`src/rtl/adc_spi_pkg.sv`:
```
// adc_spi_pkg: shared FSM state type and default parameters for the ADC SPI read path.
package adc_spi_pkg;
    typedef enum logic [2:0] {IDLE, SETUP, CLK_HI, CLK_LO, HOLD, DONE} state_t;
    localparam int DEF_CLK_DIV       = 4;
    localparam int DEF_N_BITS        = 12;
    localparam int DEF_LEAD_BITS     = 4;
    localparam int DEF_SAMPLE_PERIOD = 1000;
endpackage

```
`src/rtl/adc_spi_ctrl_if.sv`:
```
// adc_spi_ctrl_if: request, shift-register and SPI pin bundle between the sequencer and its neighbours.
interface adc_spi_ctrl_if #(
    parameter int N_BITS = adc_spi_pkg::DEF_N_BITS
);
    logic              start;
    logic              auto_en;
    logic [N_BITS-1:0] sr_data;
    logic              sclk;
    logic              cs_n;
    logic              shift_en;
    logic [N_BITS-1:0] sample;
    logic              sample_valid;
    logic              busy;
    modport master (
        input  start, auto_en, sr_data,
        output sclk, cs_n, shift_en, sample, sample_valid, busy
    );
    modport slave (
        output start, auto_en, sr_data,
        input  sclk, cs_n, shift_en, sample, sample_valid, busy
    );
endinterface

```
`src/rtl/adc_period_timer.sv`:
```
// adc_period_timer: auto-mode period counter and single-bit pending request.
module adc_period_timer import adc_spi_pkg::*; #(
    parameter int SAMPLE_PERIOD = DEF_SAMPLE_PERIOD
) (
    input  logic clk,
    input  logic reset,
    input  logic i_auto_en,
    input  logic i_clr,
    output logic o_pending
);
    localparam int CW = $clog2(SAMPLE_PERIOD);
    logic [CW-1:0] r_cnt;
    logic          r_pending;
    logic          w_expire;
    assign w_expire  = i_auto_en && r_cnt == CW'(SAMPLE_PERIOD - 1);
    assign o_pending = r_pending;
    // a frame launch that coincides with an expiry consumes it, so one frame only
    always_ff @(posedge clk or posedge reset)
        if (reset) begin
            r_cnt     <= '0;
            r_pending <= 1'b0;
        end else begin
            r_cnt     <= (!i_auto_en || w_expire) ? '0 : r_cnt + 1'b1;
            r_pending <= !i_auto_en ? 1'b0 : i_clr ? 1'b0 : w_expire ? 1'b1 : r_pending;
        end
endmodule

```
`src/rtl/adc_spi_ctrl.sv`:
```
// adc_spi_ctrl: SPI-master sequencer generating cs_n/sclk, shift strobes and the latched ADC sample.
module adc_spi_ctrl import adc_spi_pkg::*; #(
    parameter int CLK_DIV       = DEF_CLK_DIV,
    parameter int N_BITS        = DEF_N_BITS,
    parameter int LEAD_BITS     = DEF_LEAD_BITS,
    parameter int SAMPLE_PERIOD = DEF_SAMPLE_PERIOD
) (
    input logic           clk,
    input logic           reset,
    adc_spi_ctrl_if.master bus
);
    localparam int FRAME = LEAD_BITS + N_BITS;
    localparam int PW    = $clog2(CLK_DIV);
    localparam int BW    = $clog2(FRAME);
    state_t            r_state, w_ns;
    logic [PW-1:0]     r_phase, w_phase;
    logic [BW-1:0]     r_bit, w_bit;
    logic              w_pending, w_clr, w_phase_end;
    logic              r_sclk, r_cs_n, r_shift_en, r_sample_valid, r_busy;
    logic [N_BITS-1:0] r_sample;
    adc_period_timer #(.SAMPLE_PERIOD(SAMPLE_PERIOD)) u_timer (
        .clk       (clk),
        .reset     (reset),
        .i_auto_en (bus.auto_en),
        .i_clr     (w_clr),
        .o_pending (w_pending)
    );
    always_comb begin
        w_ns        = r_state;
        w_phase     = r_phase;
        w_bit       = r_bit;
        w_phase_end = r_phase == PW'(CLK_DIV - 1);
        w_clr       = r_state == IDLE && (bus.start || w_pending);
        case (r_state)
            IDLE: if (w_clr) begin
                w_ns    = SETUP;
                w_phase = '0;
                w_bit   = '0;
            end
            SETUP: begin
                w_phase = w_phase_end ? '0 : r_phase + 1'b1;
                if (w_phase_end) w_ns = CLK_HI;
            end
            CLK_HI: begin
                w_phase = w_phase_end ? '0 : r_phase + 1'b1;
                if (w_phase_end) w_ns = CLK_LO;
            end
            CLK_LO: begin
                w_phase = w_phase_end ? '0 : r_phase + 1'b1;
                if (w_phase_end && r_bit == BW'(FRAME - 1)) w_ns = HOLD;
                else if (w_phase_end) begin
                    w_ns  = CLK_HI;
                    w_bit = r_bit + 1'b1;
                end
            end
            HOLD:    w_ns = DONE;
            default: w_ns = IDLE;
        endcase
    end
    // outputs are decoded from the next state so every pin comes straight from a flop
    always_ff @(posedge clk or posedge reset)
        if (reset) begin
            r_state        <= IDLE;
            r_phase        <= '0;
            r_bit          <= '0;
            r_sclk         <= 1'b0;
            r_cs_n         <= 1'b1;
            r_shift_en     <= 1'b0;
            r_sample_valid <= 1'b0;
            r_busy         <= 1'b0;
            r_sample       <= '0;
        end else begin
            r_state        <= w_ns;
            r_phase        <= w_phase;
            r_bit          <= w_bit;
            r_sclk         <= w_ns == CLK_HI;
            r_cs_n         <= w_ns == IDLE || w_ns == DONE;
            r_shift_en     <= w_ns == CLK_HI && w_phase == PW'(CLK_DIV - 1) && w_bit >= BW'(LEAD_BITS);
            r_sample_valid <= w_ns == DONE;
            r_busy         <= w_ns != IDLE;
            if (w_ns == DONE) r_sample <= bus.sr_data;
        end
    assign bus.sclk         = r_sclk;
    assign bus.cs_n         = r_cs_n;
    assign bus.shift_en     = r_shift_en;
    assign bus.sample       = r_sample;
    assign bus.sample_valid = r_sample_valid;
    assign bus.busy         = r_busy;
endmodule
```
`src/flat_wrapper.sv`:
```
// flat-port wrapper written by rule: the top's interface ports become plain ports
module adc_spi_ctrl_flat import adc_spi_pkg::*;
#(
    parameter int CLK_DIV       = DEF_CLK_DIV,
    parameter int N_BITS        = DEF_N_BITS,
    parameter int LEAD_BITS     = DEF_LEAD_BITS,
    parameter int SAMPLE_PERIOD = DEF_SAMPLE_PERIOD
)
  (clk, reset, bus_start, bus_auto_en, bus_sr_data, bus_sclk, bus_cs_n, bus_shift_en, bus_sample, bus_sample_valid, bus_busy);
  adc_spi_ctrl_if #(.N_BITS(N_BITS)) bus_i ();
  input logic clk;
  input logic reset;
  input wire logic [$bits(bus_i.start)-1:0] bus_start;
  input wire logic [$bits(bus_i.auto_en)-1:0] bus_auto_en;
  input wire logic [$bits(bus_i.sr_data)-1:0] bus_sr_data;
  output wire logic [$bits(bus_i.sclk)-1:0] bus_sclk;
  output wire logic [$bits(bus_i.cs_n)-1:0] bus_cs_n;
  output wire logic [$bits(bus_i.shift_en)-1:0] bus_shift_en;
  output wire logic [$bits(bus_i.sample)-1:0] bus_sample;
  output wire logic [$bits(bus_i.sample_valid)-1:0] bus_sample_valid;
  output wire logic [$bits(bus_i.busy)-1:0] bus_busy;
  assign bus_i.start = bus_start;
  assign bus_i.auto_en = bus_auto_en;
  assign bus_i.sr_data = bus_sr_data;
  assign bus_sclk = bus_i.sclk;
  assign bus_cs_n = bus_i.cs_n;
  assign bus_shift_en = bus_i.shift_en;
  assign bus_sample = bus_i.sample;
  assign bus_sample_valid = bus_i.sample_valid;
  assign bus_busy = bus_i.busy;
  adc_spi_ctrl #(.CLK_DIV(CLK_DIV), .N_BITS(N_BITS), .LEAD_BITS(LEAD_BITS), .SAMPLE_PERIOD(SAMPLE_PERIOD)) u_core (.clk(clk), .reset(reset), .bus(bus_i));
endmodule
```
`config.mk`:
```
export PLATFORM = sky130hd
export DESIGN_NAME = adc_spi_ctrl_flat
export DESIGN_NICKNAME = d
export VERILOG_FILES = /design/src/rtl/adc_spi_pkg.sv /design/src/rtl/adc_spi_ctrl_if.sv /design/src/rtl/adc_period_timer.sv /design/src/rtl/adc_spi_ctrl.sv /design/src/flat_wrapper.sv
export SDC_FILE = /design/constraint.sdc
export NUM_CORES = 1
export LEC_CHECK = 0
export CAP_MARGIN = 0
export CORE_UTILIZATION = 40
export CTS_BUF_LIST = sky130_fd_sc_hd__clkbuf_4 sky130_fd_sc_hd__clkbuf_8
export CTS_CLUSTER_DIAMETER = 120
export DETAILED_ROUTE_END_ITERATION = 8
export PLACE_DENSITY = 0.66
export SLEW_MARGIN = 10
export SYNTH_ARGS = -nofsm -noshare
export SYNTH_HDL_FRONTEND = slang
export SYNTH_SLANG_ARGS = --single-unit
export TNS_END_PERCENT = 50
```
`constraint.sdc`:
```
create_clock -name clk -period 4.15 [get_ports clk]
set_input_delay 1.245 -clock clk [delete_from_list [all_inputs] [get_ports clk]]
set_output_delay 1.245 -clock clk [all_outputs]
set_load 0.02 [all_outputs]
```
==> flow_summary.ini <==
[outcome]
status = finished, final reports clean

[yosys]
synth_top_family_by_area = simple AND/OR/NAND/NOR gates
avgSynthCellArea_um2 = 11.8
syn_nets = 164
synth.distinct_cells = 47
synthSimpleGateAreaFrac = 0.189
syn_area_um2 = 1720
ys_seq_elements = 37
synth_edf_count = 0
ys_seq_area_frac = 0.540
synth_top_flop_cell = dfrtp_1
synth_xor_area_frac = 0.0153
async_flop_share = 1.00
synthMuxAreaShare = 0.0787
syn-instance-count = 145
yosys.area_share.adder = 0.0219
yosys_warnings = 0
synth-compound-area-share = 0.121

[detailed_routing]
antenna_left = 0
drtIter0Drc = 93
dr_total_vias = 1248
dr.pass1.iters = 4
avgViaCountPerCell = 5.45
routed_wl_um = 3410
drc = 0
wl_per_cell_um = 14.9

[sta]
finalSetupViolCount = 0
slew_headroom = 0.600
tightest_slew_ns = 0.599
rsz0062_at_grt = no
report.final.slew_viol_count = 0
fin_setup_tns_ns = 0
max_freq_mhz = 379
hold_slack_ns = 0.479
period_minus_slack_ns = 2.64
period_share = 0.635
clock_skew_ns = 0.00564
hold_violations = 0

[global_route]
grt_overflow = 0
antenna_found_initial = 0
first_global_vias = 1236
grt_pass1_wl_um = 5710
grtUsageTotal = 0.173
grt_max_degree = 38

[final_layout]
final_cells = 229
fillCellCount = 354
drive_gt1_frac = 0.140
finish.instance_area_um2 = 2140
finalNetCount = 197
antennaDiodeCount = 0
syn2layout_area_growth_pct = 24.8

[setup_path]
crit_path_end_kind = output pin
path_buf_inv = 1
critPathKind = reg -> out
crit_arrival_ns = 1.39
path_max_fanout = 1
worstPathCellList = clkdlybuf4s50_1
cp.required_ns = 2.90
crit_slowest_cell = clkdlybuf4s50_1
critPathMaxStageDelay_ns = 0.59
crit_family = buffers and inverters
critPathLaunchType = register

[floorplanning]
die_area_um2 = 4560
io_pins = 33
num_rows = 23
die_h_um = 67.5
start_util = 0.423
die_x_um = 67.5
coreArea_um2 = 4060

[placement]
dp.cells = 221
gp_congestion = 0.793
hpwl_um = 2460
portBuffers = 32
place_area_um2 = 2060

[cts]
clk_path_buf_depth = 2
hold_buffers = 0
clk_pin_slew_ns = 0.07
cts_setup_buffers = 0
cts_tree = built
cts_buffers = 5
clock-root-buffer = clkbuf_8
htree_levels = 2
cts-resized-gates = 0
clock_latency_ns = 0.29
cts_num_sinks = 37

[run]
maxCapViolCount = 0

[power]
p_leak_nw = 0.913
ir_drop_v = 0.000237
p_per_area_nw_per_um2 = 449

[min_path]
min-delay-path-class = reg -> reg
[Yosys cell counts (2+ instances only)]
master,number,area share
inv_1,2,0.0044
nor3b_1,4,0.017
nor2b_1,3,0.011
nor2_1,7,0.015
mux2_1,4,0.026
nand2_1,3,0.0066
and3_1,3,0.011
and2_1,3,0.011
a21oi_1,9,0.026
nor3_1,4,0.012
mux2_2,8,0.052
nand3_1,5,0.015
buf_2,2,0.0058
a22o_1,2,0.010
a41oi_1,2,0.010
buf_6,2,0.013
a211oi_1,2,0.0087
a21o_1,2,0.0087
ha_1,3,0.022
o21ai_0,7,0.020
or3_1,4,0.015
dfrtp_1,36,0.52
xor2_1,2,0.010
nand4_1,2,0.0073
buf_4,2,0.0087
[logic make-up (layout without fill, tap and decap cells)]
kind of cell    count (synthesis)  after routing
compound gates                 30             30
fa+ha+maj                       3              3
mux                            12             12
simple gates                   51             51
flops                          37             37
buf+inv                         9             43
xor+xnor                        3              3
[through the flow]
step / total power, mW / worst slack, ns / utilization
after global placement: 0.710 / 1.65 / 0.507
after detailed placement: 0.728 / 1.63 / 0.507
after floorplan: 0.648 / 2.07 / -
final: 0.962 / 1.51 / 0.528
after global routing: 1.03 / 1.47 / 0.528
after CTS: 0.976 / 1.50 / 0.528
[flip-flops by register name (all words and copies together) (netlist names), named ones only]
name / count
u_core.bus.busy: 1
u_core.r_state: 3
u_core.u_timer.o_pending: 1
u_core.r_bit: 2
u_core.bus.sclk: 1
u_core.r_phase: 2
u_core.bus.cs_n: 1
u_core.bus.sample: 12
u_core.bus.shift_en: 1
u_core.bus.sample_valid: 1
u_core.u_timer.r_cnt: 10
[area by class of cell]
class | count | area [µm²] | area share
clock buffer | 5 | 68.8 | 0.0321
multi-input combinational | 99 | 731 | 0.341
clock inverter | 3 | 17.5 | 0.00818
timing repair buffer | 33 | 328 | 0.153
sequential | 37 | 927 | 0.433
inverter | 2 | 7.51 | 0.00350
tap | 50 | 62.6 | 0.0292
[placed cells by master, fill, tap and decap left out, drive strengths merged, types with 4 or more instances in the layout]
master,instances
nor3b,4
mux2,12
a21oi,10
o21ai,7
dfrtp,36
nor2,8
or3,5
clkdlybuf4s50,32
nor3,4
nand3,5
clkbuf,5
[path summary, 6_finish.rpt]
path,from,to,slack [ns],cells past startpoint
worst min register to register,u_core.u_timer.r_cnt[0]$_DFF_PP0_,u_core.u_timer.r_cnt[0]$_DFF_PP0_,0.48,1
worst max register to register,u_core.r_state[1]$_DFF_PP0_,u_core.bus.sample[7]$_DFFE_PP0N_,2.36,3
worst max-delay path,u_core.bus.cs_n$_DFF_PP1_,bus_cs_n,1.51,1
worst min-delay path,u_core.u_timer.r_cnt[0]$_DFF_PP0_,u_core.u_timer.r_cnt[0]$_DFF_PP0_,0.48,1
min in group asynchronous,reset,u_core.bus.sample_valid$_DFF_PP0_,1.36,3
max in group asynchronous,reset,u_core.bus.cs_n$_DFF_PP1_,2.45,3
[metal layers]
metal | wire (µm) | track usage
met1 | 1500 | 0.221
met2 | 1760 | 0.276
met3 | 84 | 0.0405
met4 | 61 | 0.0798
met5 | 0 | 0
[power by group]
group / internal (mW) / leakage, nW / total (mW) / switching, mW
Clock: 0.116 / 0.0439 / 0.240 / 0.124
Combinational: 0.127 / 0.408 / 0.247 / 0.120
Sequential: 0.412 / 0.461 / 0.475 / 0.0633
(Power assumes the default switching activity.)
